`src/rtl/rf_writeback_if.sv`:
```
// Writeback stage bus: ALU result, LSU handshake, regfile write port and hazard checks.
interface rf_writeback_if #(
   parameter int unsigned XLEN = 32
);
   logic            alu_valid;
   logic [4:0]      alu_rd;
   logic [XLEN-1:0] alu_data;
   logic            lsu_valid;
   logic            lsu_ready;
   logic [4:0]      lsu_rd;
   logic [XLEN-1:0] lsu_data;
   logic [4:0]      rd;
   logic [XLEN-1:0] write_data;
   logic            wr_en;
   logic [4:0]      chk1_addr;
   logic [4:0]      chk2_addr;
   logic            chk1_pending;
   logic            chk2_pending;

   // Driver side: ALU, LSU and decode.
   modport master (
      output alu_valid, alu_rd, alu_data,
      output lsu_valid, lsu_rd, lsu_data,
      input  lsu_ready,
      input  rd, write_data, wr_en,
      output chk1_addr, chk2_addr,
      input  chk1_pending, chk2_pending
   );

   // Writeback stage side.
   modport slave (
      input  alu_valid, alu_rd, alu_data,
      input  lsu_valid, lsu_rd, lsu_data,
      output lsu_ready,
      output rd, write_data, wr_en,
      input  chk1_addr, chk2_addr,
      output chk1_pending, chk2_pending
   );
endinterface

```
`src/rtl/rf_writeback.sv`:
```
// Writeback stage: owns the regfile write port, merges ALU results (priority)
// with queued LSU/MUL results, and reports outstanding writes for decode hazards.
module rf_writeback #(
   parameter int unsigned XLEN  = 32,
   parameter int unsigned DEPTH = 4,
   parameter int unsigned PTR_W = $clog2(DEPTH)
) (
   input logic           clk,
   input logic           reset,
   rf_writeback_if.slave wb
);

   localparam logic [PTR_W:0] FullCnt = (PTR_W+1)'(DEPTH);

   logic [4:0]      q_rd_q   [DEPTH];
   logic [4:0]      q_rd_d   [DEPTH];
   logic [XLEN-1:0] q_data_q [DEPTH];
   logic [XLEN-1:0] q_data_d [DEPTH];
   logic [PTR_W-1:0] head_q, head_d;
   logic [PTR_W-1:0] tail_q, tail_d;
   logic [PTR_W:0]   count_q, count_d;

   logic            wr_en_q, wr_en_d;
   logic [4:0]      rd_q, rd_d;
   logic [XLEN-1:0] wdata_q, wdata_d;

   logic             alu_eff;
   logic             lsu_ready;
   logic             push;
   logic             pop;
   logic [DEPTH-1:0] entry_vld;
   logic             chk1_pending;
   logic             chk2_pending;

   assign alu_eff   = wb.alu_valid && (wb.alu_rd != 5'd0);
   assign lsu_ready = (count_q < FullCnt);
   // x0 results complete the handshake but are dropped.
   assign push      = wb.lsu_valid && lsu_ready && (wb.lsu_rd != 5'd0);
   assign pop       = !alu_eff && (count_q != '0);

   // Output register next state: ALU first, then queue head, else idle (rd/data hold).
   always_comb begin
      wr_en_d = 1'b0;
      rd_d    = rd_q;
      wdata_d = wdata_q;
      if (alu_eff) begin
         wr_en_d = 1'b1;
         rd_d    = wb.alu_rd;
         wdata_d = wb.alu_data;
      end else if (pop) begin
         wr_en_d = 1'b1;
         rd_d    = q_rd_q[head_q];
         wdata_d = q_data_q[head_q];
      end
   end

   // Queue next state: pointers wrap naturally since DEPTH is a power of 2.
   always_comb begin
      q_rd_d   = q_rd_q;
      q_data_d = q_data_q;
      if (push) begin
         q_rd_d[tail_q]   = wb.lsu_rd;
         q_data_d[tail_q] = wb.lsu_data;
      end
      head_d  = head_q + PTR_W'(pop);
      tail_d  = tail_q + PTR_W'(push);
      count_d = count_q + (PTR_W+1)'(push) - (PTR_W+1)'(pop);
   end

   // An entry is live when its distance from head is below the occupancy count.
   always_comb begin
      for (int i = 0; i < DEPTH; i++) begin
         entry_vld[i] = {1'b0, (PTR_W'(i) - head_q)} < count_q;
      end
   end

   // Hazard check against the presented write and every live queue entry.
   always_comb begin
      chk1_pending = wr_en_q && (rd_q == wb.chk1_addr);
      chk2_pending = wr_en_q && (rd_q == wb.chk2_addr);
      for (int i = 0; i < DEPTH; i++) begin
         if (entry_vld[i] && (q_rd_q[i] == wb.chk1_addr)) chk1_pending = 1'b1;
         if (entry_vld[i] && (q_rd_q[i] == wb.chk2_addr)) chk2_pending = 1'b1;
      end
      if (wb.chk1_addr == 5'd0) chk1_pending = 1'b0;
      if (wb.chk2_addr == 5'd0) chk2_pending = 1'b0;
   end

   // State registers; reset discards queued and in-flight writes.
   always_ff @(posedge clk or posedge reset) begin
      if (reset) begin
         for (int i = 0; i < DEPTH; i++) begin
            q_rd_q[i]   <= '0;
            q_data_q[i] <= '0;
         end
         head_q  <= '0;
         tail_q  <= '0;
         count_q <= '0;
         wr_en_q <= 1'b0;
         rd_q    <= '0;
         wdata_q <= '0;
      end else begin
         q_rd_q   <= q_rd_d;
         q_data_q <= q_data_d;
         head_q   <= head_d;
         tail_q   <= tail_d;
         count_q  <= count_d;
         wr_en_q  <= wr_en_d;
         rd_q     <= rd_d;
         wdata_q  <= wdata_d;
      end
   end

   assign wb.lsu_ready    = lsu_ready;
   assign wb.wr_en        = wr_en_q;
   assign wb.rd           = rd_q;
   assign wb.write_data   = wdata_q;
   assign wb.chk1_pending = chk1_pending;
   assign wb.chk2_pending = chk2_pending;

endmodule
```
`src/flat_wrapper.sv`:
```
// flat-port wrapper written by rule: the top's interface ports become plain ports
module rf_writeback_flat 
#(
   parameter int unsigned XLEN  = 32,
   parameter int unsigned DEPTH = 4,
   parameter int unsigned PTR_W = $clog2(DEPTH)
)
  (clk, reset, wb_alu_valid, wb_alu_rd, wb_alu_data, wb_lsu_valid, wb_lsu_rd, wb_lsu_data, wb_lsu_ready, wb_rd, wb_write_data, wb_wr_en, wb_chk1_addr, wb_chk2_addr, wb_chk1_pending, wb_chk2_pending);
  rf_writeback_if #(.XLEN(XLEN)) wb_i ();
  input logic clk;
  input logic reset;
  input wire logic [$bits(wb_i.alu_valid)-1:0] wb_alu_valid;
  input wire logic [$bits(wb_i.alu_rd)-1:0] wb_alu_rd;
  input wire logic [$bits(wb_i.alu_data)-1:0] wb_alu_data;
  input wire logic [$bits(wb_i.lsu_valid)-1:0] wb_lsu_valid;
  input wire logic [$bits(wb_i.lsu_rd)-1:0] wb_lsu_rd;
  input wire logic [$bits(wb_i.lsu_data)-1:0] wb_lsu_data;
  output wire logic [$bits(wb_i.lsu_ready)-1:0] wb_lsu_ready;
  output wire logic [$bits(wb_i.rd)-1:0] wb_rd;
  output wire logic [$bits(wb_i.write_data)-1:0] wb_write_data;
  output wire logic [$bits(wb_i.wr_en)-1:0] wb_wr_en;
  input wire logic [$bits(wb_i.chk1_addr)-1:0] wb_chk1_addr;
  input wire logic [$bits(wb_i.chk2_addr)-1:0] wb_chk2_addr;
  output wire logic [$bits(wb_i.chk1_pending)-1:0] wb_chk1_pending;
  output wire logic [$bits(wb_i.chk2_pending)-1:0] wb_chk2_pending;
  assign wb_i.alu_valid = wb_alu_valid;
  assign wb_i.alu_rd = wb_alu_rd;
  assign wb_i.alu_data = wb_alu_data;
  assign wb_i.lsu_valid = wb_lsu_valid;
  assign wb_i.lsu_rd = wb_lsu_rd;
  assign wb_i.lsu_data = wb_lsu_data;
  assign wb_lsu_ready = wb_i.lsu_ready;
  assign wb_rd = wb_i.rd;
  assign wb_write_data = wb_i.write_data;
  assign wb_wr_en = wb_i.wr_en;
  assign wb_i.chk1_addr = wb_chk1_addr;
  assign wb_i.chk2_addr = wb_chk2_addr;
  assign wb_chk1_pending = wb_i.chk1_pending;
  assign wb_chk2_pending = wb_i.chk2_pending;
  rf_writeback #(.XLEN(XLEN), .DEPTH(DEPTH), .PTR_W(PTR_W)) u_core (.clk(clk), .reset(reset), .wb(wb_i));
endmodule
```
`config.mk`:
```
export PLATFORM = sky130hd
export DESIGN_NAME = rf_writeback_flat
export DESIGN_NICKNAME = d
export VERILOG_FILES = /design/src/rtl/rf_writeback_if.sv /design/src/rtl/rf_writeback.sv /design/src/flat_wrapper.sv
export SDC_FILE = /design/constraint.sdc
export NUM_CORES = 1
export LEC_CHECK = 0
export BUFFER_PORTS_ARGS = -buffer_cell sky130_fd_sc_hd__buf_2
export CAP_MARGIN = 5
export CELL_PAD_IN_SITES_DETAIL_PLACEMENT = 1
export CELL_PAD_IN_SITES_GLOBAL_PLACEMENT = 1
export CORE_MARGIN = 8
export CORE_UTILIZATION = 43
export CTS_CLUSTER_DIAMETER = 80
export DETAILED_ROUTE_END_ITERATION = 10
export PLACE_DENSITY_LB_ADDON = 0.1
export SLEW_MARGIN = 10
export SYNTH_ARGS = -nofsm -noshare
export SYNTH_HDL_FRONTEND = slang
export SYNTH_SLANG_ARGS = --single-unit
```
`constraint.sdc`:
```
create_clock -name clk -period 5.82 [get_ports clk]
set_input_delay 0.291 -clock clk [delete_from_list [all_inputs] [get_ports clk]]
set_output_delay 0.291 -clock clk [all_outputs]
set_load 0.01 [all_outputs]
```
======== Word level (Yosys, flattened, before mapping) ========
Cells that the tools add are included.
storage, ports and cells
  output and inout port bits .............. 41
  logic and storage cells ................. 92
  bits of input ports ..................... 88
  flip-flop bits (word level) ............. 193
cells by class
  add/subtract/negate cells ............... 8
  mux-type cells .......................... 28
  bitwise gates (word level) .............. 2
  $lt $le $gt $ge ......................... 8
  reductions and logical operators ........ 22
  equal/unequal tests ..................... 10
operator list
  operator                                                  number
  two-way mux 32 bit                                        5
  bitwise mux 128 bit                                       1
  binary-select mux 32 bit (select 2 bit)                   1
  demux 32 bit (select 2 bit)                               1
  equality test 5 bit                                       10
  two-way mux 5 bit                                         5
  bitwise mux 20 bit                                        1
  logical AND 1 bit                                         15
  < comparator 2 x 3 -> 1 bit                               4
  two-way mux 1 bit                                         12
  binary-select mux 5 bit (select 2 bit)                    1
  demux 5 bit (select 2 bit)                                1
  logical NOT 5 bit                                         2
  nonzero test 5 bit                                        2
  greater-or-equal comparator 3 bit, second input constant  2
  inverter 2 -> 3 bit                                       2
  adder 2 x 1 -> 2 bit                                      2
  subtractor 1 x 2 -> 2 bit, first input constant           2
  subtractor 2 bit, first input constant                    2
  adder 3 x 1 -> 3 bit                                      1
  < comparator 3 x 1 -> 1 bit, second input constant        1
  < comparator 3 bit, second input constant                 1
  nonzero test 3 bit                                        1
  subtractor 3 x 1 -> 3 bit                                 1
  2 further kinds                                           2

======== Logic depth before layout (Yosys ltp) ========
  word-level depth ........................ 8
  mapped depth ............................ 9
  gate-level depth less buffers ........... 8

======== Least setup slack after synthesis ========
OpenSTA, ideal clock, no wires.
  kind .................................... register -> register
  start point ............................. reg u_core.count_q[2]
  end point ............................... reg u_core.count_q[2]
  data arrival time ....................... 2,115 ps
  path slack .............................. 3,577 ps
  data required time ...................... 5,692 ps
  path buffers ............................ 1
  clock period less this slack ............ 2,243 ps
  library setup time ...................... 128 ps
  cell stages (with the launch flop) ...... 10
  cells stage by stage .................... dfrtp_1 > inv_1 > nand3_1 > buf_1 > nand3_1 > o21ai_0 > ha_1 > fa_1 > xnor2_1 > xnor2_1
between the ends
  longest elaborated chain between the ends .. 5
ends and longest elaborated chain
  item                            RTL line             text
  start: declaration              rf_writeback.sv:21   logic [PTR_W:0] count_q, count_d;
  start signal: assignment        rf_writeback.sv:107  count_q <= count_d;
  < comparator 3 bit              rf_writeback.sv:36   assign lsu_ready = (count_q < FullCnt);
  named net wb_lsu_ready          flat_wrapper.sv:18   output wire logic [$bits(wb_i.lsu_ready)-1:0] wb_lsu_ready;
  logical AND 1 bit (2 in a row)  rf_writeback.sv:38   assign push = wb.lsu_valid && lsu_ready && (wb.lsu_rd != 5'd0);
  adder 3 x 1 -> 3 bit            rf_writeback.sv:67   count_d = count_q + (PTR_W+1)'(push) - (PTR_W+1)'(pop);
  subtractor 3 x 1 -> 3 bit       rf_writeback.sv:67
  named net u_core.count_d[2]     rf_writeback.sv:21
The timed path passes the listed nets, and every way through them passes these cells.
A chain may end at the register's enable or synchronous reset.

======== Final worst setup path ========
  start point ............................. reg u_core.head_q[0]
  end point ............................... out wb_chk2_pending
between the ends
  longest elaborated chain between the ends .. 8
ends and longest elaborated chain
  item                            RTL line             text
  start: declaration              rf_writeback.sv:19   logic [PTR_W-1:0] head_q, head_d;
  start signal: assignment        rf_writeback.sv:96   head_q <= '0;
  start signal: assignment        rf_writeback.sv:105  head_q <= head_d;
  subtractor 1 x 2 -> 2 bit       rf_writeback.sv:73   entry_vld[i] = {1'b0, (PTR_W'(i) - head_q)} < count_q;
  < comparator 2 x 3 -> 1 bit     rf_writeback.sv:73
  logical AND 1 bit               rf_writeback.sv:83   if (entry_vld[i] && (q_rd_q[i] == wb.chk2_addr)) chk2_pending = 1'b1;
  two-way mux 1 bit (3 in a row)  rf_writeback.sv:83
  two-way mux 1 bit *             rf_writeback.sv:83
  two-way mux 1 bit *             rf_writeback.sv:86   if (wb.chk2_addr == 5'd0) chk2_pending = 1'b0;
  end: declaration                flat_wrapper.sv:25   output wire logic [$bits(wb_i.chk2_pending)-1:0] wb_chk2_pending;
Every way passes the cells marked *; elsewhere a longest branch is shown, timed or not.

==> impl_metrics.py <==
metrics = {
    "status": {
        "status": "complete, but fails checks",
        "failed_checks": "hold timing",
    },
    "global_route": {
        "antenna_found_initial": 3,
        "globalRouteTotalUtil": 0.1815,
        "grt_max_degree": 120,
        "first_global_vias": 6556,
        "first_pass_grt_wire_length_um": 37400,
        "grt_overflow": 0,
    },
    "sta": {
        "timing.clock.skew_ps": 13.21,
        "rsz_0062_raised_after_global_routing": "false",
        "final_critical_path_setup_slack_ps": 2659,
        "max_clock_freq_mhz": 316.3,
        "worst_pin_slew_ps": 1173,
        "min_period_over_period": 0.5432,
        "hold-worst-slack_ps": -10.53,
        "timing.max_slew.rel_slack": 0.2173,
        "totalNegativeSetupSlack_ps": 0,
        "setup_violating_endpoint_count_in_the_final_report": 0,
        "report.final.slew_viol_count": 0,
        "finalHoldViolCount": 11,
        "min_period_ps": 3161,
    },
    "cts": {
        "tritoncts": "done",
        "cts.htree.levels": 4,
        "clock_tree.root_cell": "sky130_fd_sc_hd__clkbuf_16",
        "cts-root-to-sink-buffers": 2,
        "ctsResizeCount": 0,
        "worst_skew_pair.late_latency_ps": 440,
        "post_cts_hold_buffer_count": 0,
        "cts.sinks": 193,
        "cts_made_buffers": 17,
        "setup_buffers_after_cts": 0,
        "cts.reportedPaths.clkPinSlew_ps": 70,
    },
    "floorplan": {
        "initial_core_util": 0.4338,
        "core_area_sq_mm": 0.02155,
        "io_pins": 129,
        "die_height_um": 163.5,
        "floorplan.die_area_sq_mm": 0.02672,
        "placement_rows": 54,
        "die-width_um": 163.5,
    },
    "run": {
        "max-cap-violations": 0,
    },
    "worst_setup_path": {
        "crit_path_cell_trace": "a21boi_0, o21ai_0, nand3_1, nor4_1, o22a_1, buf_2",
        "crit-reg2reg-capture": "u_core.count_q[2]",
        "crit_arrival_ps": 2870,
        "cpPeakStageDelay_ps": 1010,
        "cp_max_fo": 43,
        "worst_path_bufs_invs": 1,
        "critical_path_required_ps": 5530,
        "worstRegToRegCells": 8,
        "path_class": "reg -> out",
        "critical-path-slowest-cell": "sky130_fd_sc_hd__dfrtp_4",
        "cp_top_family": "flip-flops",
        "crit_path_start_kind": "flop",
        "worstSetupStartpoint": "u_core.head_q[0]",
        "crit-reg2reg-launch": "u_core.count_q[1]",
        "crit_path_end_kind": "primary output",
        "worst-r2r-setup-slack_ps": 2820,
    },
    "synth": {
        "synthMostInstantiatedCell": "sky130_fd_sc_hd__dfrtp_1",
        "synthesis.nets": 750,
        "yosysWarningCount": 0,
        "ys_seq_elements": 193,
        "synth.top_cell.area_share": 0.5165,
        "netlist_top_cells_area": "sky130_fd_sc_hd__dfrtp_1 (52%), sky130_fd_sc_hd__mux2_2 (14%), sky130_fd_sc_hd__mux4_2 (8.9%)",
        "synthTopCellsByCount": "sky130_fd_sc_hd__dfrtp_1 (193), sky130_fd_sc_hd__mux2_2 (118), sky130_fd_sc_hd__o21ai_0 (41), sky130_fd_sc_hd__xor2_1 (41), sky130_fd_sc_hd__nand2_1 (38)",
        "yosysTopAreaCell": "sky130_fd_sc_hd__dfrtp_1",
        "synth_cells": 655,
        "async_set_reset_flop_share_out_of_synthesis": 1.000,
        "synthFlopType": "sky130_fd_sc_hd__dfrtp_1",
        "ys_seq_area_frac": 0.5165,
        "synth_enable_flop_cells": 0,
        "synth.lib_cells_used.distinct": 35,
        "post_synth.cell_area_avg_sq_um": 14.28,
        "synthesis.area_sq_mm": 0.009350,
    },
    "detailed_routing": {
        "via_per_inst": 5.436,
        "ant_nets": 0,
        "drc": 0,
        "drt_first_iter_violations": 236,
        "route.final.wire_length_um": 23410,
        "wl_per_cell_um": 22.15,
        "drt-pass1-iter-count": 6,
        "vias": 5746,
    },
    "final_layout": {
        "finish.utilization": 0.4973,
        "nNetsFinal": 859,
        "insertedDiodeCount": 0,
        "post_route_cells_drive_above_1_share": 0.4620,
        "layout-area-overhead-vs-synth_pct": 14.63,
        "final_design_area_no_fill_sq_mm": 0.01072,
    },
    "power_and_ir_drop": {
        "power.density_cell_area_mw_per_mm2": 571.1,
        "max-vdd-ir-drop_uv": 228.2,
        "power_leakage_uw": 0.004977,
    },
    "placed_design": {
        "post_dp_hpwl_um": 15780,
        "postPlaceCellArea_sq_mm": 0.01015,
        "dp_worst_setup_slack_ps": 2795,
        "io_buffers": 128,
        "place_congestion": 0.8214,
    },
    "hold_path": {
        "hold_wc_path_type": "in -> async",
    },
}
report_power, final:
group	internal (uW)	switching [uW]	leakage [uW]
sequential	2020	550	0.00232
combinational	1420	1010	0.00238
clock	570	557	0.000280
total	4000	2120	0.00498
worst reg2reg max path, stage by stage (launching register included):
cell and delay, ps:
sky130_fd_sc_hd__dfrtp_1 370, sky130_fd_sc_hd__inv_1 240, sky130_fd_sc_hd__nand3_4 720, sky130_fd_sc_hd__nand3_1 420, sky130_fd_sc_hd__o21ai_0 150, sky130_fd_sc_hd__ha_1 230, sky130_fd_sc_hd__fa_1 400, sky130_fd_sc_hd__xnor2_1 220
sky130_fd_sc_hd__xnor2_1 160
flip-flops by register name (all words and copies together), names as in the netlist:
register              flops
u_core.wb.rd              5
u_core.wb.write_data     32
u_core.q_rd_q            20
u_core.head_q             2
u_core.count_q            3
u_core.q_data_q         128
u_core.tail_q             2
u_core.wb.wr_en           1
layout by cell type (no fill, tap or decap), types with 5 or more instances in the layout:
| master | netlist | final |
|---|---|---|
| sky130_fd_sc_hd__buf_2 | 6 | 128 |
| sky130_fd_sc_hd__buf_4 | 11 | 7 |
| sky130_fd_sc_hd__clkbuf_16 | 0 | 17 |
| sky130_fd_sc_hd__dfrtp_1 | 193 | 191 |
| sky130_fd_sc_hd__ha_1 | 6 | 6 |
| sky130_fd_sc_hd__inv_1 | 6 | 5 |
| sky130_fd_sc_hd__inv_8 | 0 | 5 |
| sky130_fd_sc_hd__mux2_2 | 118 | 118 |
| sky130_fd_sc_hd__mux2_4 | 30 | 30 |
| sky130_fd_sc_hd__mux2i_1 | 37 | 37 |
| sky130_fd_sc_hd__mux4_2 | 37 | 37 |
| sky130_fd_sc_hd__nand2_1 | 38 | 38 |
| sky130_fd_sc_hd__nand3_1 | 7 | 6 |
| sky130_fd_sc_hd__nor3_1 | 6 | 6 |
| sky130_fd_sc_hd__o21ai_0 | 41 | 41 |
| sky130_fd_sc_hd__xnor2_1 | 15 | 15 |
| sky130_fd_sc_hd__xor2_1 | 41 | 41 |
worst max path at each step:
| stage | to | slack [ps] | cells after the start |
|---|---|---|---|
| 6_report | wb_chk2_pending | 2660 | 6 |
| 5_1_grt | wb_chk1_pending | 2330 | 6 |
| 4_1_cts | wb_chk1_pending | 2540 | 6 |
| 3_5_place_dp | u_core.count_q[2] | 2800 | 8 |
| 3_3_place_gp | u_core.q_data_q[60] | 2930 | 6 |
| 2_1_floorplan | u_core.count_q[0] | 270 | 1 |
cell families after synthesis:
| group | count (synthesis) | synth area share |
|---|---|---|
| adders and majority gates | 7 | 0.01017 |
| and+or+nand+nor | 73 | 0.03760 |
| buffers and inverters | 51 | 0.03171 |
| xor gates and xnor gates | 56 | 0.05246 |
| DFF | 193 | 0.5165 |
| AOI/OAI and AO/OA | 53 | 0.03252 |
| muxes | 222 | 0.3190 |
layer usage:
layer | up-vias | wire, um | global-route usage
li1 | 2583 | - | -
met1 | 3018 | 10380 | 0.2342
met2 | 108 | 11640 | 0.3000
met3 | 31 | 981 | 0.04083
met4 | 6 | 365 | 0.05537
met5 | - | 40 | 0
metrics by stage:
stage	cells	power [uW]
floorplan	655	4292
global placement	1025	4894
detailed placement	1025	5049
CTS	1057	6215
global route	1057	6526
finish	1057	6121
layout make-up:
cell class / instances / area (sq um)
tap: 280 / 350.3
multi-input combinational: 411 / 4244
sequential: 193 / 4835
fill: 2220 / 10840
clock buffer: 18 / 429.2
timing repair buffer: 135 / 693.2
clock inverter: 14 / 136.4
inverter: 6 / 30.03
No activity file was read; power rests on OpenSTA's default activity.
